--- src/rtl/osd_pkg.sv ---
// osd_pkg: op encodings, OSD command bytes and FSM state type shared by the
// OSD SPI controller and its testbench.
package osd_pkg;

  typedef enum logic [1:0] {
    OP_DISABLE = 2'b00,
    OP_ENABLE  = 2'b01,
    OP_WRITE   = 2'b10,
    OP_CLEAR   = 2'b11
  } osd_op_e;

  localparam logic [7:0] CMD_ENABLE  = 8'h41;
  localparam logic [7:0] CMD_DISABLE = 8'h40;
  localparam logic [7:0] CMD_WRITE   = 8'h20;

  localparam int unsigned OSD_LINE_BYTES = 256;

  typedef enum logic [2:0] {
    StIdle,
    StGrant,
    StSetup,
    StShiftLo,
    StShiftHi,
    StHold,
    StGap
  } osd_state_e;

  // Command byte for an op; write and clear both address a line.
  function automatic logic [7:0] osd_cmd(input osd_op_e op, input logic [2:0] line);
    logic [7:0] cmd;
    case (op)
      OP_DISABLE: cmd = CMD_DISABLE;
      OP_ENABLE:  cmd = CMD_ENABLE;
      default:    cmd = CMD_WRITE | {5'b00000, line};
    endcase
    return cmd;
  endfunction

endpackage

--- src/rtl/osd_spi_shifter.sv ---
// osd_spi_shifter: SCK half-period divider plus MSB-first byte serializer.
// The controller loads a byte with load_i, advances bits with shift_i and
// learns from last_o that the current bit is the final one of the byte.
module osd_spi_shifter #(
  parameter int unsigned CLK_DIV = 4
) (
  input  logic       clk_i,
  input  logic       rst_ni,
  input  logic       run_i,
  input  logic       load_i,
  input  logic       shift_i,
  input  logic [7:0] byte_i,
  output logic       tick_o,
  output logic       last_o,
  output logic       msb_d_o
);

  logic [15:0] div_q, div_d;
  logic [7:0]  sh_q, sh_d;
  logic [2:0]  cnt_q, cnt_d;

  assign tick_o  = run_i && (div_q == 16'(CLK_DIV - 1));
  assign last_o  = (cnt_q == 3'd0);
  // Next-cycle output bit, so the controller can register spi_do in step with SCK.
  assign msb_d_o = sh_d[7];

  // Divider restarts whenever the controller is not in a timed phase.
  always_comb begin
    div_d = (run_i && !tick_o) ? div_q + 16'd1 : 16'd0;
    sh_d  = sh_q;
    cnt_d = cnt_q;
    if (load_i) begin
      sh_d  = byte_i;
      cnt_d = 3'd7;
    end else if (shift_i) begin
      sh_d  = {sh_q[6:0], 1'b0};
      cnt_d = cnt_q - 3'd1;
    end
  end

  // State registers with synchronous reset.
  always_ff @(posedge clk_i) begin
    if (!rst_ni) begin
      div_q <= '0;
      sh_q  <= '0;
      cnt_q <= '0;
    end else begin
      div_q <= div_d;
      sh_q  <= sh_d;
      cnt_q <= cnt_d;
    end
  end

endmodule

--- src/rtl/osd_spi_ctrl.sv ---
// osd_spi_ctrl: round-robin arbiter and frame FSM driving the OSD SPI port.
// Optional feature macro OSD_SPI_CLEAR_EN: when defined, op 11 sends a line
// of zero bytes; otherwise op 11 is acknowledged without an SPI frame.
module osd_spi_ctrl
  import osd_pkg::*;
#(
  parameter int unsigned CLK_DIV = 4,
  parameter int unsigned SS_GAP  = 8
) (
  input  logic       clk_sys,
  input  logic       reset_n,
  input  logic [1:0] req,
  input  logic [1:0] op0,
  input  logic [1:0] op1,
  input  logic [2:0] line0,
  input  logic [2:0] line1,
  output logic [1:0] gnt,
  output logic [1:0] done,
  output logic       busy,
  output logic       rd_en,
  output logic       rd_sel,
  output logic [7:0] rd_addr,
  input  logic [7:0] rd_data0,
  input  logic [7:0] rd_data1,
  output logic       spi_sck,
  output logic       spi_ss,
  output logic       spi_do
);

  osd_state_e  state_q, state_d;
  osd_op_e     op_q, op_d;
  logic [2:0]  line_q, line_d;
  logic        sel_q, sel_d, last_q, last_d;
  logic [1:0]  gnt_q, gnt_d, done_q, done_d;
  logic        busy_q, busy_d, rd_en_q, rd_en_d, rd_vld_q, rd_vld_d;
  logic [7:0]  rd_addr_q, rd_addr_d, shadow_q, shadow_d;
  logic [8:0]  byte_cnt_q, byte_cnt_d;
  logic [15:0] gap_q, gap_d;
  logic        sck_q, sck_d, ss_q, ss_d, do_q, do_d;

  logic       sh_run, sh_load, sh_shift, sh_tick, sh_last, sh_msb_d;
  logic [7:0] sh_byte;
  logic       win, is_noop, has_payload;
  logic [8:0] frame_bytes;

`ifdef OSD_SPI_CLEAR_EN
  assign is_noop     = 1'b0;
  assign has_payload = (op_q == OP_WRITE) || (op_q == OP_CLEAR);
`else
  assign is_noop     = (op_q == OP_CLEAR);
  assign has_payload = (op_q == OP_WRITE);
`endif

  // Command byte plus, for line ops, one full line of payload.
  assign frame_bytes = has_payload ? 9'(OSD_LINE_BYTES) + 9'd1 : 9'd1;
  assign sh_run = (state_q == StSetup) || (state_q == StShiftLo) ||
                  (state_q == StShiftHi) || (state_q == StHold);

  osd_spi_shifter #(
    .CLK_DIV (CLK_DIV)
  ) u_shifter (
    .clk_i   (clk_sys),
    .rst_ni  (reset_n),
    .run_i   (sh_run),
    .load_i  (sh_load),
    .shift_i (sh_shift),
    .byte_i  (sh_byte),
    .tick_o  (sh_tick),
    .last_o  (sh_last),
    .msb_d_o (sh_msb_d)
  );

  // Next-state, arbitration, payload prefetch and registered-output decode.
  always_comb begin
    state_d    = state_q;
    op_d       = op_q;
    line_d     = line_q;
    sel_d      = sel_q;
    last_d     = last_q;
    gnt_d      = 2'b00;
    done_d     = 2'b00;
    busy_d     = busy_q;
    rd_en_d    = 1'b0;
    rd_addr_d  = rd_addr_q;
    rd_vld_d   = rd_en_q;
    shadow_d   = shadow_q;
    byte_cnt_d = byte_cnt_q;
    gap_d      = gap_q;
    sh_load    = 1'b0;
    sh_shift   = 1'b0;
    sh_byte    = (op_q == OP_WRITE) ? shadow_q : 8'h00;
    win        = 1'b0;

    // Read data is valid exactly one cycle after the strobe.
    if (rd_vld_q) shadow_d = rd_sel ? rd_data1 : rd_data0;

    unique case (state_q)
      StIdle: begin
        busy_d = 1'b0;
        if (req != 2'b00) begin
          // On contention the requester not granted last wins.
          win     = (req == 2'b11) ? ~last_q : req[1];
          sel_d   = win;
          gnt_d   = win ? 2'b10 : 2'b01;
          op_d    = win ? osd_op_e'(op1) : osd_op_e'(op0);
          line_d  = win ? line1 : line0;
          busy_d  = 1'b1;
          state_d = StGrant;
        end
      end
      StGrant: begin
        last_d = sel_q;
        if (is_noop) begin
          done_d  = sel_q ? 2'b10 : 2'b01;
          state_d = StIdle;
        end else begin
          sh_load    = 1'b1;
          sh_byte    = osd_cmd(op_q, line_q);
          byte_cnt_d = 9'd1;
          state_d    = StSetup;
          if (op_q == OP_WRITE) begin
            rd_en_d   = 1'b1;
            rd_addr_d = 8'd0;
          end
        end
      end
      StSetup: if (sh_tick) state_d = StShiftLo;
      StShiftLo: if (sh_tick) state_d = StShiftHi;
      StShiftHi: begin
        if (sh_tick) begin
          if (!sh_last) begin
            sh_shift = 1'b1;
            state_d  = StShiftLo;
          end else if (byte_cnt_q < frame_bytes) begin
            // Starting payload byte k; prefetch byte k+1 while it shifts.
            sh_load    = 1'b1;
            byte_cnt_d = byte_cnt_q + 9'd1;
            state_d    = StShiftLo;
            if ((op_q == OP_WRITE) && (byte_cnt_q <= 9'd255)) begin
              rd_en_d   = 1'b1;
              rd_addr_d = byte_cnt_q[7:0];
            end
          end else begin
            state_d = StHold;
          end
        end
      end
      StHold: begin
        if (sh_tick) begin
          done_d  = sel_q ? 2'b10 : 2'b01;
          gap_d   = 16'd0;
          state_d = StGap;
        end
      end
      StGap: begin
        if (gap_q == 16'(SS_GAP - 1)) begin
          busy_d  = 1'b0;
          state_d = StIdle;
        end else begin
          gap_d = gap_q + 16'd1;
        end
      end
      default: state_d = StIdle;
    endcase

    sck_d = (state_d == StShiftHi);
    ss_d  = !((state_d == StSetup) || (state_d == StShiftLo) ||
              (state_d == StShiftHi) || (state_d == StHold));
    do_d  = ((state_d == StShiftLo) || (state_d == StShiftHi)) ? sh_msb_d : 1'b0;
  end

  // FSM and registered outputs; reset abandons any frame without a done pulse.
  always_ff @(posedge clk_sys) begin
    if (!reset_n) begin
      state_q    <= StIdle;
      op_q       <= OP_DISABLE;
      line_q     <= '0;
      sel_q      <= 1'b0;
      last_q     <= 1'b1;
      gnt_q      <= '0;
      done_q     <= '0;
      busy_q     <= 1'b0;
      rd_en_q    <= 1'b0;
      rd_addr_q  <= '0;
      rd_vld_q   <= 1'b0;
      shadow_q   <= '0;
      byte_cnt_q <= '0;
      gap_q      <= '0;
      sck_q      <= 1'b0;
      ss_q       <= 1'b1;
      do_q       <= 1'b0;
    end else begin
      state_q    <= state_d;
      op_q       <= op_d;
      line_q     <= line_d;
      sel_q      <= sel_d;
      last_q     <= last_d;
      gnt_q      <= gnt_d;
      done_q     <= done_d;
      busy_q     <= busy_d;
      rd_en_q    <= rd_en_d;
      rd_addr_q  <= rd_addr_d;
      rd_vld_q   <= rd_vld_d;
      shadow_q   <= shadow_d;
      byte_cnt_q <= byte_cnt_d;
      gap_q      <= gap_d;
      sck_q      <= sck_d;
      ss_q       <= ss_d;
      do_q       <= do_d;
    end
  end

  assign gnt     = gnt_q;
  assign done    = done_q;
  assign busy    = busy_q;
  assign rd_en   = rd_en_q;
  assign rd_sel  = sel_q;
  assign rd_addr = rd_addr_q;
  assign spi_sck = sck_q;
  assign spi_ss  = ss_q;
  assign spi_do  = do_q;

endmodule

--- config.mk ---
export PLATFORM = sky130hd
export DESIGN_NAME = osd_spi_ctrl
export DESIGN_NICKNAME = d
export VERILOG_FILES = /design/src/rtl/osd_pkg.sv /design/src/rtl/osd_spi_shifter.sv /design/src/rtl/osd_spi_ctrl.sv
export SDC_FILE = /design/constraint.sdc
export NUM_CORES = 1
export LEC_CHECK = 0
export ABC_AREA = 1
export ABC_CLOCK_PERIOD_IN_PS = 3200
export BUFFER_PORTS_ARGS = -buffer_cell sky130_fd_sc_hd__buf_2
export CORE_MARGIN = 3
export CORE_UTILIZATION = 55
export DETAILED_ROUTE_END_ITERATION = 10
export PLACE_DENSITY = 0.75
export SKIP_CTS_REPAIR_TIMING = 1
export SYNTH_ARGS = -nofsm -noshare
export SYNTH_HDL_FRONTEND = slang
export SYNTH_SLANG_ARGS = --single-unit
--- constraint.sdc ---
create_clock -name clk_sys -period 3.2 [get_ports clk_sys]
set_clock_uncertainty 0.05 [all_clocks]
set_input_delay 0.16 -clock clk_sys [delete_from_list [all_inputs] [get_ports clk_sys]]
set_output_delay 0.16 -clock clk_sys [all_outputs]
set_load 0.1 [all_outputs]
==> run metrics, run 1 <==
setup repair after global routing missed its margin no; # nets final 756; time the worst path needs with I/O delays and setup 2560 ps; total number of vias 4484; maximum vdd drop 0.242 mV; capturing point of the worst reg2reg path u_shifter.cnt_q[1]$_SDFFE_PN0P_; CP required 3410 ps; Post-Synthesis Net Count 713; Overflow after GRT 0; fraction of final layout cells with drive strength greater than 1 0.145; Top Family by Delay on Critical Path simple AND/OR/NAND/NOR gates; sum of net half-perimeters after detailed placement 7670 um; Placement Cell Area 0.00486 mm2; proportion of register bits with asynchronous set or reset after synthesis 0; Worst Path Buf+Inv 5; horizontal die dimension 97.2 um; IO buf count 47; core outline area 0.00789 mm2; number of enable flip-flop cells after synthesis 0; power density over cell area 486 mW/mm2; total routing resource utilization after global routing 0.222; total of warnings raised by yosys 0; number of global-route vias before repair 4001; clock tree root buffer cell sky130_fd_sc_hd__clkbuf_8; hold endpoint line_q[0]$_SDFFE_PN0P_; flip-flop and latch count after synthesis 88; Worst Reg2Reg Path Length in Cells 15; count of final setup violators 0; Via-to-Cell Ratio 5.43; part of the cycle the worst path needs 0.801; CTS tree yes; Largest stage delay, worst path 400 ps; Leakage 0.00215 uW; post-route DRC violation count 0; pins over their slew limit 0; largest fanout of any net on the critical path 17; critical path start-end classification reg -> reg; number of cells traversed by the worst hold path 3; critical path, cell by cell inv_1 -> nor2_2 -> inv_2 -> ha_1 -> o21ai_1 -> nand2_1 -> inv_1 -> nand2_1 -> nand2_1 -> nand2_2 -> inv_2 -> nor2_1 -> nand2_1 -> nand2_1 -> inv_1; vertical die dimension 97.2 um; flop2flop setup slack 640 ps; mean routed wirelength per cell 12.7 um; number of inserted diodes 0; crit path launch type flop; element type at the critical path end flop; pin count of the biggest net entering global routing 35; number of antenna violations at the first check in global routing 0; starting utilization of the core area 0.580; most common cell after layout, fill and taps aside sky130_fd_sc_hd__nand2_1; upper clock frequency limit 390 MHz; Total Routed Length 10500 um; hold path start line0[0]; clock latency on the worst-skew pair 360 ps; number of buffers inserted during clock tree synthesis 9; starting DRC count in detailed routing 226; launch point of the worst reg-to-reg path op_q[1]$_SDFFE_PN0P_; slowest stage cell, crit path sky130_fd_sc_hd__dfxtp_1; mean instance size in the synthesized netlist 6.77 um2; die area 0.00945 mm2; clock sink count 88; path type of the worst min-delay path in -> reg; total negative slack 0 ps; cell repeated most along the worst path sky130_fd_sc_hd__nand2_1; max-cap violations 0; synthesized netlist cell count 676; run status complete, no violations; Final GP Congestion 0.910; Hold Violations, Final 0; number of inserted filler cells in the final layout 735; most frequent cells in the layout 156 x sky130_fd_sc_hd__nand2_1, 94 x sky130_fd_sc_hd__nor2_1, 88 x sky130_fd_sc_hd__dfxtp_1, 72 x sky130_fd_sc_hd__nand3_1, 67 x sky130_fd_sc_hd__inv_1; portion of the post-synthesis area used by sequential elements 0.385; max_slew headroom 0.567; std cell rows 32; maximum clock path buffer count 2; actual slew at the worst max-slew pin 645 ps; antenna viol nets, final 0; Cell variety after synth 40; htree depth 3; total I/O pin count 48; Initial DRT Pass Iterations 5; final design instance area without fill 0.00504 mm2; commonest register cell after synthesis sky130_fd_sc_hd__dfxtp_1; Clock transition at path regs 90 ps; layout overhead on the synthesized area 10.2%; Synth Cell Area 0.00458 mm2; critical path data arrival time 2770 ps; global-route wire length before repair 18000 um
[logic make-up (layout without fill, tap and decap cells)]
group                      Yosys count  in the layout  share of synthesized area
and+or+nand+nor                    377            377                      0.363
AOI/OAI and AO/OA                  103            103                      0.134
buffers and inverters               93            141                     0.0837
DFF                                 88             88                      0.385
xor gates and xnor gates             8              8                     0.0153
adders and majority gates            7              7                     0.0191
[synthesized netlist by cell type, types with 3 or more instances]
| master | instances | area [um2] |
|---|---|---|
| sky130_fd_sc_hd__or2_2 | 3 | 18.8 |
| sky130_fd_sc_hd__ha_1 | 7 | 87.6 |
| sky130_fd_sc_hd__dfxtp_1 | 88 | 1760 |
| sky130_fd_sc_hd__nor4_1 | 3 | 18.8 |
| sky130_fd_sc_hd__a21oi_1 | 46 | 230 |
| sky130_fd_sc_hd__buf_2 | 4 | 20.0 |
| sky130_fd_sc_hd__o21ai_0 | 21 | 105 |
| sky130_fd_sc_hd__a31oi_1 | 6 | 37.5 |
| sky130_fd_sc_hd__nor2_1 | 94 | 353 |
| sky130_fd_sc_hd__nand3_1 | 72 | 360 |
| sky130_fd_sc_hd__inv_2 | 6 | 22.5 |
| sky130_fd_sc_hd__xor2_1 | 8 | 70.1 |
| sky130_fd_sc_hd__nor3_1 | 16 | 80.1 |
| sky130_fd_sc_hd__o21ai_1 | 5 | 25.0 |
| sky130_fd_sc_hd__nand2_1 | 156 | 586 |
| sky130_fd_sc_hd__nor3b_1 | 3 | 22.5 |
| sky130_fd_sc_hd__clkbuf_1 | 10 | 37.5 |
| sky130_fd_sc_hd__nor2_2 | 6 | 37.5 |
| sky130_fd_sc_hd__inv_1 | 67 | 251 |
| sky130_fd_sc_hd__o211ai_1 | 10 | 75.1 |
| sky130_fd_sc_hd__a21oi_2 | 8 | 70.1 |
| sky130_fd_sc_hd__nand2_2 | 5 | 31.3 |
| sky130_fd_sc_hd__nand4_1 | 9 | 56.3 |
| sky130_fd_sc_hd__buf_6 | 3 | 33.8 |
[power breakdown]
group          switching (uW)  internal (uW)  leakage (uW)
clock network             425            287     0.0000781
logic                     406            135       0.00136
registers                48.1           1150      0.000714
total                     879           1570       0.00215
[worst max-delay path by stage]
stage,start,end,slack (ps),cells past startpoint
floorplan,op_q[1]$_SDFFE_PN0P_,rd_addr[6]$_SDFFE_PN0P_,1040,13
global placement,op_q[1]$_SDFFE_PN0P_,u_shifter.cnt_q[1]$_SDFFE_PN0P_,830,15
detailed placement,op_q[1]$_SDFFE_PN0P_,byte_cnt_q[3]$_SDFFE_PN0P_,690,13
CTS,op_q[1]$_SDFFE_PN0P_,u_shifter.cnt_q[1]$_SDFFE_PN0P_,680,15
global route,op_q[1]$_SDFFE_PN0P_,byte_cnt_q[1]$_SDFFE_PN0P_,360,13
finish,op_q[1]$_SDFFE_PN0P_,u_shifter.cnt_q[1]$_SDFFE_PN0P_,640,15
[worst reg2reg max path, cell delays in order, from the launching register on]
cell,delay (ps)
sky130_fd_sc_hd__dfxtp_1,400
sky130_fd_sc_hd__inv_1,90
sky130_fd_sc_hd__nor2_2,220
sky130_fd_sc_hd__inv_2,100
sky130_fd_sc_hd__ha_1,290
sky130_fd_sc_hd__o21ai_1,60
sky130_fd_sc_hd__nand2_1,130
sky130_fd_sc_hd__inv_1,70
sky130_fd_sc_hd__nand2_1,60
sky130_fd_sc_hd__nand2_1,140
sky130_fd_sc_hd__nand2_2,310
sky130_fd_sc_hd__inv_2,190
sky130_fd_sc_hd__nor2_1,180
sky130_fd_sc_hd__nand2_1,70
sky130_fd_sc_hd__nand2_1,60
sky130_fd_sc_hd__inv_1,40
[area by class of cell]
type                    instances  area (um2)  area share
clock buffers                   9         124      0.0246
clock inverters                 7        56.3      0.0112
inverters                      75         284      0.0563
multi-input cells             495        2430       0.482
flip-flops and latches         88        1760       0.349
well taps                     102         128      0.0253
repair buffers                 50         258      0.0511
[per-stage QoR]
stage	setup WS, ps	power [uW]	hold WS [ps]	utilization	cells
3_5_place_dp	687	1760	372	0.616	810
2_1_floorplan	1040	1660	257	-	676
6_report	637	2450	9.95	0.639	826
3_3_place_gp	825	1750	369	0.616	810
4_1_cts	679	2460	-1.39	0.639	826
5_1_grt	357	2580	0.892	0.639	826
[flip-flops by register name (all words and copies together) (netlist names)]
name and cells:
busy 1, byte_cnt_q 9, done 2, gap_q 16
gnt 2, last_q 1, line_q 3, op_q 2
rd_addr 8, rd_en 1, rd_sel 1, rd_vld_q 1
shadow_q 8, spi_do 1, spi_sck 1, spi_ss 1
state_q 3, u_shifter.cnt_q 3, u_shifter.div_q 16, u_shifter.sh_q 8
[per-layer routing]
layer  up-vias  share of wire  track usage
li1       2293              -            -
met1      2070           0.49        0.320
met2       114           0.45        0.344
met3         7          0.053       0.0416
met4         0         0.0085       0.0554
met5         -              0            0
Note: power is estimated with default switching activity, not from simulation.
==> run 2, diff against run 1 <==
--- a/config.mk
+++ b/config.mk
@@ -5,11 +5,11 @@
 export SDC_FILE = /design/constraint.sdc
 export NUM_CORES = 1
 export LEC_CHECK = 0
-export ABC_AREA = 1
-export ABC_CLOCK_PERIOD_IN_PS = 3200
+export ABC_AREA = 0
+export ABC_CLOCK_PERIOD_IN_PS = 2350
 export BUFFER_PORTS_ARGS = -buffer_cell sky130_fd_sc_hd__buf_2
 export CORE_MARGIN = 3
-export CORE_UTILIZATION = 55
+export CORE_UTILIZATION = 52
 export DETAILED_ROUTE_END_ITERATION = 10
 export PLACE_DENSITY = 0.75
 export SKIP_CTS_REPAIR_TIMING = 1
==> constraint.sdc (replaced) <==
create_clock -name clk_sys -period 2.35 [get_ports clk_sys]
set_clock_uncertainty 0.05 [all_clocks]
set_input_delay 0.1175 -clock clk_sys [delete_from_list [all_inputs] [get_ports clk_sys]]
set_output_delay 0.1175 -clock clk_sys [all_outputs]
set_load 0.1 [all_outputs]
==> run 2 against run 1 <==
  * Clock power grew 47%
  * Synthesized cell count down 32%
  * Cell count down 24%
  * Critical path type unchanged
  * Largest power group unchanged
==> run metrics, run 2 <==
run status complete, no violations; clock latency on the worst-skew pair 360 ps; mux contribution to synthesized area 0.0388; multi-input logic area 0.00231 mm2; xor/xnor cell area share of the yosys netlist 0.0757; fraction of final layout cells with drive strength greater than 1 0.210; maximum vdd drop 0.401 mV; capturing point of the worst reg2reg path rd_addr[7]$_SDFFE_PN0P_; portion of the post-synthesis area used by sequential elements 0.423; flip-flop and latch count after synthesis 88; worst setup path startpoint op_q[1]$_SDFFE_PN0P_; element type at the critical path end flop; wire length on met1 4340 um; pin count of the biggest net entering global routing 27; starting utilization of the core area 0.536; std cell rows 32; post-route DRC violation count 0; flop2flop setup slack 90 ps; most common cell after layout, fill and taps aside sky130_fd_sc_hd__dfxtp_1; commonest register cell after synthesis sky130_fd_sc_hd__dfxtp_1; total I/O pin count 48; Overflow after GRT 0; Hold Violations, Final 0; Cell variety after synth 68; synthesized netlist cell count 461; largest cells by area after synthesis sky130_fd_sc_hd__dfxtp_1 42%, sky130_fd_sc_hd__nor2_1 6.7%, sky130_fd_sc_hd__xor2_1 6.1%; number of global-route vias before repair 3350; number of enable flip-flop cells after synthesis 0; clock sink count 88; area share of the largest cell type after synthesis 0.423; CP required 2600 ps; Util after Layout 0.625; die area 0.00912 mm2; part of the cycle the worst path needs 0.961; maximum clock path buffer count 2; number of antenna violations at the first check in global routing 0; total routing resource utilization after global routing 0.208; number of inserted diodes 0; power density over cell area 640 mW/mm2; time the worst path needs with I/O delays and setup 2260 ps; vertical die dimension 95.5 um; number of cells traversed by the worst hold path 3; Initial DRT Pass Iterations 6; most frequent cells in the layout 88 x sky130_fd_sc_hd__dfxtp_1, 72 x sky130_fd_sc_hd__nor2_1, 47 x sky130_fd_sc_hd__buf_2, 36 x sky130_fd_sc_hd__nand2_1, 29 x sky130_fd_sc_hd__xor2_1; met2 WL 4100 um; end point of the critical path rd_addr[7]$_SDFFE_PN0P_; upper clock frequency limit 443 MHz; Post-Synthesis Net Count 498; pins over their slew limit 0; Total Routed Length 9200 um; setup repair after global routing missed its margin yes; number of buffers inserted during clock tree synthesis 9; htree depth 3; total area of sequential cells 0.00176 mm2; mean instance size in the synthesized netlist 9.03 um2; sum of net half-perimeters after detailed placement 6590 um; largest registers in the final layout gap_q (16), u_shifter.div_q (16), byte_cnt_q (9); most instantiated library cell after synthesis sky130_fd_sc_hd__dfxtp_1; main combinational cell family by area after synthesis simple AND/OR/NAND/NOR gates; Leakage 0.00186 uW; adder and majority cell fraction of the synthesized area 0.0210; actual slew at the worst max-slew pin 740 ps; crit path launch type flop; highest routed metal layer met4; critical path start-end classification reg -> reg; max-cap violations 0; max_slew headroom 0.506; launch point of the worst reg-to-reg path op_q[1]$_SDFFE_PN0P_; antenna viol nets, final 0; clock tree root buffer cell sky130_fd_sc_hd__clkbuf_8; number of inserted filler cells in the final layout 701; area fraction in compound gates after synthesis 0.151; Clock transition at path regs 80 ps; IO buf count 47; path type of the worst min-delay path in -> reg; Final GP Congestion 0.887; count of final setup violators 0; # nets final 562; total number of vias 3626; largest fanout of any net on the critical path 8; critical path data arrival time 2500 ps; core outline area 0.00777 mm2; starting DRC count in detailed routing 226; synth cell count leaders 88 x sky130_fd_sc_hd__dfxtp_1, 74 x sky130_fd_sc_hd__nor2_1, 36 x sky130_fd_sc_hd__nand2_1; horizontal die dimension 95.5 um; most area-hungry cell type in the Yosys netlist sky130_fd_sc_hd__dfxtp_1; Worst Reg2Reg Path Length in Cells 8; proportion of register bits with asynchronous set or reset after synthesis 0; detailed route wirelength on metal3 533 um; overall power after layout 3110 uW; total of warnings raised by yosys 0; Via-to-Cell Ratio 5.75; CTS tree yes; mean routed wirelength per cell 14.6 um; synthesized-area fraction occupied by and/or/nand/nor cells 0.258; global-route wire length before repair 15000 um; layout overhead on the synthesized area 16.5%; Synth Cell Area 0.00416 mm2
## run 2: changes by cell type in the layout (fill, tap and decap cells not counted), moves of 10 or more
cell                       before  now
sky130_fd_sc_hd__nor2_1        94   72
sky130_fd_sc_hd__mux2i_1        0   15
sky130_fd_sc_hd__o21ai_0       21    6
sky130_fd_sc_hd__xor2_1         8   29
sky130_fd_sc_hd__nand2_1      156   36
sky130_fd_sc_hd__inv_1         67   12
sky130_fd_sc_hd__nand3_1       72   25
sky130_fd_sc_hd__and3_1         1   11
sky130_fd_sc_hd__a21oi_1       46   16
sky130_fd_sc_hd__a211oi_1       1   15
sky130_fd_sc_hd__buf_4          3   23
## run 2: area by class of cell
type / instances / share of cell area
tap: 102 / 0.0263
clock inverter: 4 / 0.0111
multi-input combinational: 343 / 0.476
timing repair buffer: 70 / 0.0841
inverter: 13 / 0.0101
clock buffer: 11 / 0.0291
sequential: 88 / 0.363
## run 2: where the power goes
part           switching, uW  internal (uW)  leakage [uW]
sequential              40.8           1540      0.000713
clock                    527            519     0.0000920
combinational            306            176       0.00106
total                    874           2230       0.00186
## run 2: logic make-up (layout without fill, tap and decap cells)
group                    after synthesis  after routing
buffers and inverters                 31             98
flip-flops                            88             88
multiplexers                          16             16
adder cells (fa/ha/maj)                7              7
XOR/XNOR                              36             36
AND/OR/NAND/NOR                      204            205
AO/OA/AOI/OAI                         79             79
## run 2: critical path: stages (launching register included)
cell and delay, ps:
sky130_fd_sc_hd__dfxtp_1 330, sky130_fd_sc_hd__nor2b_1 170, sky130_fd_sc_hd__inv_1 120, sky130_fd_sc_hd__ha_1 290, sky130_fd_sc_hd__a21boi_2 190, sky130_fd_sc_hd__a211o_1 320
sky130_fd_sc_hd__or2_2 340, sky130_fd_sc_hd__nor2_4 220, sky130_fd_sc_hd__a22o_1 160
## run 2: worst min-delay path by stage
stage | startpoint | slack, ps | endpoint
3_5_place_dp | u_shifter.div_q[0]$_SDFF_PN0_ | 390 | u_shifter.div_q[0]$_SDFF_PN0_
4_1_cts | rd_data0[3] | 30 | shadow_q[3]$_SDFFE_PN0P_
6_report | line0[1] | 40 | line_q[1]$_SDFFE_PN0P_
3_3_place_gp | u_shifter.div_q[0]$_SDFF_PN0_ | 380 | u_shifter.div_q[0]$_SDFF_PN0_
5_1_grt | rd_data0[5] | 50 | shadow_q[5]$_SDFFE_PN0P_
2_1_floorplan | reset_n | 230 | state_q[0]$_SDFF_PN0_
## run 2: metrics by stage
step / TNS (ps) / cell area (um2) / setup WS, ps / hold WS [ps] / cells
floorplan: 0 / 4160 / 149 / 226 / 461
global placement: 0 / 4590 / 84.2 / 379 / 612
detailed placement: 0 / 4590 / 10.5 / 385 / 612
global route: -51.3 / 4850 / -24.0 / 51.7 / 631
finish: 0 / 4850 / 92.3 / 43.2 / 631
CTS: -7.63 / 4780 / -7.63 / 33.8 / 627
## run 2: layer usage
layer / GRT usage / vias up
li1: - / 1785
met1: 0.264 / 1698
met2: 0.332 / 123
met3: 0.0592 / 20
met4: 0.0865 / 0
met5: 0 / -
